[config.mk]
export PLATFORM = sky130hd
export DESIGN_NAME = fix_msg_builder
export DESIGN_NICKNAME = d
export VERILOG_FILES = /design/src/rtl/fix_pkg.sv /design/src/rtl/fix_cksum_ascii.sv /design/src/rtl/fix_msg_builder.sv
export SDC_FILE = /design/constraint.sdc
export NUM_CORES = 1
export LEC_CHECK = 0
export ABC_AREA = 1
export CAP_MARGIN = 30
export CORE_UTILIZATION = 59
export DETAILED_ROUTE_END_ITERATION = 8
export GPL_ROUTABILITY_DRIVEN = 0
export PLACE_DENSITY_LB_ADDON = 0.12
export SYNTH_ARGS = -nofsm -noshare
export SYNTH_HDL_FRONTEND = slang
export SYNTH_SLANG_ARGS = --single-unit
[constraint.sdc]
create_clock -name clk -period 6.9 [get_ports clk]
set_input_delay 2.07 -clock clk [delete_from_list [all_inputs] [get_ports clk]]
set_output_delay 2.07 -clock clk [all_outputs]
set_load 0.02 [all_outputs]
[src/rtl/fix_pkg.sv]
// Shared constants and the builder state type for the FIX transmit path.
//   SOH, EQ, ASCII_ZERO : protocol byte values
//   fix_bld_state_t     : builder FSM states; each state names the kind of
//                         byte currently presented on data_o
package fix_pkg;
  localparam logic [7:0] SOH        = 8'h01;
  localparam logic [7:0] EQ         = 8'h3D;
  localparam logic [7:0] ASCII_ZERO = 8'h30;

  typedef enum logic [3:0] {
    S_IDLE,
    S_SOH_LEAD,
    S_TAG,
    S_EQ,
    S_VALUE,
    S_DELIM,
    S_WAIT_FIELD,
    S_CK_TAG,
    S_CK_DIG,
    S_CK_SOH
  } fix_bld_state_t;
endpackage

[src/rtl/fix_cksum_ascii.sv]
// Combinational 8-bit binary to three ASCII decimal digits, zero-filled
// (24 -> "0","2","4").
//   bin   : binary input 0..255
//   hund  : ASCII hundreds digit
//   tens  : ASCII tens digit
//   units : ASCII units digit
module fix_cksum_ascii
  import fix_pkg::*;
(
  input  logic [7:0] bin,
  output logic [7:0] hund,
  output logic [7:0] tens,
  output logic [7:0] units
);
  logic [7:0] q10;

  always_comb begin
    q10   = bin / 8'd10;
    hund  = ASCII_ZERO + (bin / 8'd100);
    tens  = ASCII_ZERO + (q10 % 8'd10);
    units = ASCII_ZERO + (bin % 8'd10);
  end
endmodule

[src/rtl/fix_msg_builder.sv]
// FIX message serializer. Accepts one tag/value field per handshake and emits
// SOH, then "tag=value<SOH>" per field, then (optionally) "10=ddd<SOH>", one
// byte per cycle on a registered valid/ready stream.
// Build option: FIX_BUILDER_CHECKSUM_EN appends the checksum trailer and
// makes checksum_o / checksum_valid_o live; otherwise they are tied to 0.
// Ports:
//   clk, rst           : clock, asynchronous active-low reset
//   field_valid_i/ready_o, tag_i, value_i, field_last_i : field input
//   data_o, data_valid_o, data_ready_i                   : byte stream out
//   start_of_header_o  : leading SOH accepted (pulse)
//   end_of_message_o   : final SOH accepted (pulse)
//   busy_o             : message in progress
//   checksum_o, checksum_valid_o : running byte sum mod 256 and its valid
module fix_msg_builder
  import fix_pkg::*;
#(
  parameter int TAG_BYTES   = 4,
  parameter int VALUE_BYTES = 32
) (
  input  logic                     clk,
  input  logic                     rst,
  input  logic                     field_valid_i,
  output logic                     field_ready_o,
  input  logic [8*TAG_BYTES-1:0]   tag_i,
  input  logic [8*VALUE_BYTES-1:0] value_i,
  input  logic                     field_last_i,
  output logic [7:0]               data_o,
  output logic                     data_valid_o,
  input  logic                     data_ready_i,
  output logic                     start_of_header_o,
  output logic                     end_of_message_o,
  output logic                     busy_o,
  output logic [7:0]               checksum_o,
  output logic                     checksum_valid_o
);
  localparam int TW = (TAG_BYTES   > 1) ? $clog2(TAG_BYTES)   : 1;
  localparam int VW = (VALUE_BYTES > 1) ? $clog2(VALUE_BYTES) : 1;

  fix_bld_state_t state;

  logic [TAG_BYTES-1:0][7:0]   tag_r;
  logic [VALUE_BYTES-1:0][7:0] val_r;
  logic                        last_r;
  logic [TW-1:0]               tag_pos_r, tptr, tpos_in;
  logic [VW-1:0]               val_pos_r, vptr, vpos_in;
  logic                        val_zero_r, tag_zero_in, val_zero_in;
  logic [7:0]                  cksum;
  logic [7:0]                  ck_hund, ck_tens, ck_units;
  logic                        accept, adv, start_msg;

  assign accept    = field_valid_i & field_ready_o;
  assign adv       = data_valid_o & data_ready_i;
  assign start_msg = (state == S_IDLE) & accept & ~tag_zero_in;
  assign busy_o    = (state != S_IDLE);
  assign start_of_header_o = adv & (state == S_SOH_LEAD);

  // Position of the most significant nonzero byte; bytes above it are the
  // zero padding that is stripped on output.
  always_comb begin
    tpos_in     = '0;
    tag_zero_in = 1'b1;
    for (int i = 0; i < TAG_BYTES; i++) begin
      if (tag_i[8*i +: 8] != 8'h00) begin
        tpos_in     = TW'(i);
        tag_zero_in = 1'b0;
      end
    end
    vpos_in     = '0;
    val_zero_in = 1'b1;
    for (int i = 0; i < VALUE_BYTES; i++) begin
      if (value_i[8*i +: 8] != 8'h00) begin
        vpos_in     = VW'(i);
        val_zero_in = 1'b0;
      end
    end
  end

  always_ff @(posedge clk or negedge rst) begin
    if (!rst) begin
      tag_r      <= '0;
      val_r      <= '0;
      last_r     <= 1'b0;
      tag_pos_r  <= '0;
      val_pos_r  <= '0;
      val_zero_r <= 1'b0;
    end else if (accept) begin
      tag_r      <= tag_i;
      val_r      <= value_i;
      last_r     <= field_last_i;
      tag_pos_r  <= tpos_in;
      val_pos_r  <= vpos_in;
      val_zero_r <= val_zero_in;
    end
  end

  // Sum of every byte from the leading SOH through the last field's SOH;
  // trailer bytes are never added, so the value is frozen while they go out.
  always_ff @(posedge clk or negedge rst) begin
    if (!rst)
      cksum <= '0;
    else if (start_msg)
      cksum <= '0;
    else if (adv && (state inside {S_SOH_LEAD, S_TAG, S_EQ, S_VALUE, S_DELIM}))
      cksum <= cksum + data_o;
  end

  fix_cksum_ascii u_ck (
    .bin   (cksum),
    .hund  (ck_hund),
    .tens  (ck_tens),
    .units (ck_units)
  );

`ifdef FIX_BUILDER_CHECKSUM_EN
  logic [1:0] ck_idx;
  logic       ck_vld;

  assign end_of_message_o = adv & (state == S_CK_SOH);
  assign checksum_o       = cksum;
  assign checksum_valid_o = ck_vld;

  always_ff @(posedge clk or negedge rst) begin
    if (!rst)
      ck_vld <= 1'b0;
    else if (start_msg)
      ck_vld <= 1'b0;
    else if ((adv && state == S_DELIM && last_r) ||
             (state == S_WAIT_FIELD && accept && tag_zero_in && field_last_i))
      ck_vld <= 1'b1;
  end
`else
  logic unused_ck;
  assign unused_ck        = ^{ck_hund, ck_tens, ck_units};
  assign end_of_message_o = adv & (state == S_DELIM) & last_r;
  assign checksum_o       = '0;
  assign checksum_valid_o = 1'b0;
`endif

  // data_o always holds the byte of the current state; on acceptance the
  // next byte is loaded in the same edge, so there are no bubbles.
  always_ff @(posedge clk or negedge rst) begin
    if (!rst) begin
      state         <= S_IDLE;
      data_o        <= '0;
      data_valid_o  <= 1'b0;
      field_ready_o <= 1'b0;
      tptr          <= '0;
      vptr          <= '0;
`ifdef FIX_BUILDER_CHECKSUM_EN
      ck_idx        <= '0;
`endif
    end else begin
      case (state)
        S_IDLE: begin
          field_ready_o <= 1'b1;
          if (accept && !tag_zero_in) begin
            state         <= S_SOH_LEAD;
            data_o        <= SOH;
            data_valid_o  <= 1'b1;
            field_ready_o <= 1'b0;
          end
        end
        S_WAIT_FIELD: begin
          if (accept) begin
            if (!tag_zero_in) begin
              state         <= S_TAG;
              data_o        <= tag_i[8*tpos_in +: 8];
              tptr          <= tpos_in;
              data_valid_o  <= 1'b1;
              field_ready_o <= 1'b0;
            end else if (field_last_i) begin
              // dropped last field: close the message that already started
`ifdef FIX_BUILDER_CHECKSUM_EN
              state         <= S_CK_TAG;
              data_o        <= 8'h31;
              ck_idx        <= '0;
              data_valid_o  <= 1'b1;
              field_ready_o <= 1'b0;
`else
              state         <= S_IDLE;
`endif
            end
          end
        end
        S_SOH_LEAD: if (adv) begin
          state  <= S_TAG;
          data_o <= tag_r[tag_pos_r];
          tptr   <= tag_pos_r;
        end
        S_TAG: if (adv) begin
          if (tptr == '0) begin
            state  <= S_EQ;
            data_o <= EQ;
          end else begin
            data_o <= tag_r[tptr - 1'b1];
            tptr   <= tptr - 1'b1;
          end
        end
        S_EQ: if (adv) begin
          if (val_zero_r) begin
            state  <= S_DELIM;
            data_o <= SOH;
          end else begin
            state  <= S_VALUE;
            data_o <= val_r[val_pos_r];
            vptr   <= val_pos_r;
          end
        end
        S_VALUE: if (adv) begin
          if (vptr == '0) begin
            state  <= S_DELIM;
            data_o <= SOH;
          end else begin
            data_o <= val_r[vptr - 1'b1];
            vptr   <= vptr - 1'b1;
          end
        end
        S_DELIM: if (adv) begin
          if (!last_r) begin
            state         <= S_WAIT_FIELD;
            data_valid_o  <= 1'b0;
            field_ready_o <= 1'b1;
          end else begin
`ifdef FIX_BUILDER_CHECKSUM_EN
            state  <= S_CK_TAG;
            data_o <= 8'h31;
            ck_idx <= '0;
`else
            state         <= S_IDLE;
            data_valid_o  <= 1'b0;
            field_ready_o <= 1'b1;
`endif
          end
        end
`ifdef FIX_BUILDER_CHECKSUM_EN
        // "1" is presented on entry; ck_idx tracks the byte on data_o
        S_CK_TAG: if (adv) begin
          case (ck_idx)
            2'd0:    data_o <= ASCII_ZERO;
            2'd1:    data_o <= EQ;
            default: data_o <= ck_hund;
          endcase
          if (ck_idx == 2'd2) begin
            state  <= S_CK_DIG;
            ck_idx <= '0;
          end else begin
            ck_idx <= ck_idx + 2'd1;
          end
        end
        S_CK_DIG: if (adv) begin
          case (ck_idx)
            2'd0:    data_o <= ck_tens;
            2'd1:    data_o <= ck_units;
            default: data_o <= SOH;
          endcase
          if (ck_idx == 2'd2) begin
            state  <= S_CK_SOH;
            ck_idx <= '0;
          end else begin
            ck_idx <= ck_idx + 2'd1;
          end
        end
        S_CK_SOH: if (adv) begin
          state         <= S_IDLE;
          data_valid_o  <= 1'b0;
          field_ready_o <= 1'b1;
        end
`endif
        default: begin
          state         <= S_IDLE;
          data_valid_o  <= 1'b0;
          field_ready_o <= 1'b0;
        end
      endcase
    end
  end
endmodule

# Yosys cells after proc, flatten, opt, wreduce, memory -nomap -nowiden
# Cells that the tools add are included.
[op_classes] n_addsub=2 magnitude_cmp=4 eq_ne=20 n_shift=1 mux=124 bitwise=6 reduce_logical=52
[ops] operator="8-bit nonzero test" count=36
[ops] operator="5-bit two-way mux" count=34
[ops] operator="8-bit two-way mux" count=14
[ops] operator="8-bit binary-select mux with 5-bit select" count=2
[ops] operator="8-bit case mux with 6 select lines" count=1
[ops] operator="1-bit two-way mux" count=47
[ops] operator="4-bit two-way mux" count=11
[ops] operator="8-bit binary-select mux with 2-bit select" count=2
[ops] operator="32-bit by 6-bit indexed part select with 8-bit output" count=1
[ops] operator="4-bit case mux with 7 select lines" count=1
[ops] operator="2-bit inequality test (second input constant)" count=10
[ops] operator="2-bit two-way mux" count=7
[ops] operator="4-bit by 3-bit == test with 1-bit output (second input constant)" count=3
[ops] operator="5-bit by 6-bit < comparator with 1-bit output (second input constant)" count=2
[ops] operator="5-bit case mux with 2 select lines" count=1
[ops] operator="10-bit AND reduction" count=1
[ops] operator="5-bit AND reduction" count=2
[ops] operator="4-bit by 2-bit == test with 1-bit output (second input constant)" count=2
[ops] operator="1-bit case mux with 4 select lines" count=2
[ops] operator="8-bit AND reduction" count=1
[ops] operator="2-bit by 3-bit < comparator with 1-bit output (second input constant)" count=2
[ops] operator="2-bit by 1-bit inequality test with 1-bit output (second input constant)" count=3
[ops] operator="2-bit case mux with 3 select lines" count=1
[ops] operator="6-bit AND reduction" count=1
[ops] operator="18 further kinds" count=22
[totals] regBits=318 elab_cells=255

# Depth between registers and ports, before layout
[depth] word_depth=33 ltp_mapped=34 mapped_depth_nobuf=34

# Worst setup path before layout
# Ideal clock, no wire load.
[synth_timing] path_type="input -> output" start="input port data_ready_i" end="output port end_of_message_o" t_arrival_ps=2683 required_time_ps=4830 path_slack_ps=2147 stages=2 path_cell_list="nand2_1 -> nor3_1"
[synth_between] elab_chain_cells=3
[synth_rtl] item="start, declared" line="fix_msg_builder.sv:29" rtl="input logic data_ready_i,"
[synth_rtl] item="1-bit AND" line="fix_msg_builder.sv:52" rtl="assign adv = data_valid_o & data_ready_i;"
[synth_rtl] item="1-bit AND (2 in a row)" line="fix_msg_builder.sv:134" rtl="assign end_of_message_o = adv & (state == S_DELIM) & last_r;"
[synth_rtl] item="end, declared" line="fix_msg_builder.sv:31" rtl="output logic end_of_message_o,"
# Every way passes these cells.

# Worst setup path after layout
# Ends and elaborated chain as after synthesis.

==> flow_summary.ini <==
[routing]
drt_iter0_markers = 3128
vias = 20900
drc = 0
vias_per_cell = 6.355
wirelength_mm = 66.52
wl_per_cell_um = 20.23
final_antenna_net_count = 0
drtPass1Iterations = 8

[cts]
clkSinkCount = 317
clock-root-buffer = clkbuf_16
clkSlewWorstSetupHoldPaths_ns = 0.06
cts_buffer_depth = 3
cts_hold_buf = 0
htreeDepth = 2
cts_inserted_buffers = 35
postCtsSetupBuffers = 0
cts_resized = 0
clock_latency_ns = 0.54
cts_tree = built

[worst_setup_path]
path_delay_family = buffers and inverters
crit_buf_inv = 2
cp.arrival_ns = 3.57
cp_slowest_stage_delay_ns = 0.65
crit_chain = clkdlybuf4s50_1 > nand2_1 > nor3_1 > clkdlybuf4s50_1
endpoint_kind = primary output
crit_type = input port to primary output
critPathSlowestCell = clkdlybuf4s50_1
critPathRequiredTime_ns = 4.83
path_common_cell = clkdlybuf4s50_1
cp_max_fo = 6
cp-start-kind = input port

[timing]
period_minus_slack_ns = 5.635
finClkSkew_ns = 0.02047
fin_crit_sh_pct = 81.67
max_freq_ghz = 0.1775
setup_tns_ns = 0
setup-violations-final = 0
maxSlewHeadroom_pct = 28.12
holdWs_ns = 0.4819
hold_viol = 0
rsz0062_at_grt = false
drv_slew = 0
worstMarginPinSlew_ns = 1.070

[synthesis]
yosys_warnings = 0
syn_area_um2 = 18820
synth_flop_cell = dfrtp_1
synth_common_cells = nand2_1 (859), dfrtp_1 (317), o21ai_0 (301), nor2_1 (208), a21oi_1 (179)
synthTopCellsByArea = dfrtp_1 (42%), nand2_1 (17%), o21ai_0 (8.0%), a21oi_1 (4.8%), nor2_1 (4.1%)
synth-seq-cells = 317
syn_area_per_cell_um2 = 7.029
yosys.area.top_type_share_pct = 42.16
async_flop_share_pct = 100.0
synth-edff-count = 0
yosys.cell_count.top_type = nand2_1
yosysUniqueCellTypes = 56
yosysTopAreaCell = dfrtp_1
synthCells = 2677
yosysSeqAreaShare_pct = 42.16

[die]
die_w_um = 180.6
rows = 65
core_um2 = 31470
die_y_um = 180.6
boundaryPins = 315
die_area_um2 = 32610
start_util_pct = 59.78

[finish]
finalNetCount = 3156
area_growth_syn_to_layout_pct = 22.66
postLayoutCellArea_um2 = 23080
layout-drive-gt1-share_pct = 5.856

[min_path]
hold_path.class = flop to flop

[place]
place_area_um2 = 21850
io_buffers = 305
hpwl_mm = 44.85

[power]
peakVddDrop_mv = 0.1638
p_leak_nw = 10.56
power_density_nw_per_um2 = 210.2
power_mw = 4.850

[grt]
grt_pass1_wl_mm = 103.8
antenna_found_initial = 0
overflow = 0
grtUsageTotal_pct = 40.16
grt_pass1_vias = 19650
grt_max_degree = 180

[outcome]
status = finished clean

[flow_run]
cap_violations = 0
==> per-layer routing <==
layer  up-vias  GRT usage [%]  wire length, µm
met5         -              0                0
met1      9630          52.23            24470
met3       278          10.21             8738
met4         0          20.17             3551
li1       9315              -                -
met2      1679          62.42            29770
==> state kept, by name, indices dropped and copies added, names as in the netlist, 2 cells and up <==
name,flops
state,3
tag_r,32
data_o,8
val_r,256
tag_pos_r,2
val_pos_r,5
tptr,2
vptr,5
==> through the flow <==
stage	util, %	worst slack, ns	cells
floorplan	-	2.147	2685
global placement	69.32	1.326	3224
detailed placement	69.41	1.309	3225
CTS	73.32	1.271	3288
global route	73.32	1.222	3288
finish	73.33	1.265	3289
==> report_power, final <==
part / switching [mW] / total [mW] / internal, mW
combinational: 0.359 / 0.654 / 0.294
sequential: 0.145 / 2.16 / 2.01
clock: 0.812 / 2.04 / 1.23
total: 1.32 / 4.85 / 3.53
==> tightest hold or removal path, delay by kind of cell, from the launching register on <==
family          cells  cell delay, ns
flops               1            0.34
simple gates        1            0.05
compound gates      1            0.05
==> final timing paths <==
check                                   from  cells after the start  slack, ns                to
worst min-delay path               tag_r[11]                      2       0.48         tag_r[11]
worst max-delay path            data_ready_i                      4       1.26  end_of_message_o
max in group asynchronous                rst                      2       3.94         val_r[46]
worst min register to register     tag_r[11]                      2       0.48         tag_r[11]
worst max register to register       vptr[0]                     13       2.57         data_o[2]
min in group asynchronous                rst                      1       1.56        val_r[209]
==> cells in the final DEF, fill, tap and decap left out, types with 5 or more instances in the layout <==
| cell type | netlist | routed |
|---|---|---|
| nor2_1 | 208 | 208 |
| clkinv_1 | 6 | 6 |
| conb_1 | 1 | 9 |
| nand2_1 | 859 | 858 |
| dfrtp_1 | 317 | 315 |
| clkinv_2 | 1 | 6 |
| clkbuf_1 | 125 | 6 |
| nor4_1 | 50 | 50 |
| o21ai_1 | 94 | 94 |
| nand4_2 | 5 | 5 |
| a211oi_1 | 6 | 6 |
| inv_1 | 132 | 131 |
| a22oi_1 | 16 | 16 |
| inv_2 | 58 | 57 |
| o22ai_1 | 21 | 21 |
| o221ai_1 | 42 | 42 |
| o311ai_1 | 11 | 11 |
| a21oi_1 | 179 | 179 |
| o21ai_0 | 301 | 301 |
| o211ai_1 | 15 | 15 |
| nand4_1 | 16 | 16 |
| clkdlybuf4s50_1 | 0 | 304 |
| bufinv_16 | 0 | 7 |
| clkbuf_16 | 0 | 35 |
| buf_4 | 9 | 17 |
| nand3_1 | 68 | 68 |
| a221oi_1 | 17 | 17 |
| a31oi_1 | 8 | 8 |
| nor3_1 | 12 | 12 |
==> logic make-up (layout without fill, tap and decap cells) <==
| family | after synthesis | after routing | share of synthesized area, % |
|---|---|---|---|
| other | 1 | 10 | 0.01993 |
| flip-flops | 317 | 317 | 42.16 |
| AO/OA/AOI/OAI | 730 | 730 | 21.86 |
| adder cells (fa/ha/maj) | 3 | 3 | 0.1995 |
| XOR/XNOR | 3 | 3 | 0.1397 |
| AND/OR/NAND/NOR | 1236 | 1236 | 27.26 |
| buffers and inverters | 387 | 588 | 8.352 |
==> cell type report <==
class,instances,area (µm²)
multi-input cells,1981,9359
fillers,2423,8396
flip-flops and latches,317,7940
repair buffers,326,3273
clock buffers,43,925.9
inverters,199,770.7
well taps,402,503.0
clock inverters,20,304.0
diodes,1,2.502
No activity file was read; power rests on OpenSTA's default activity.
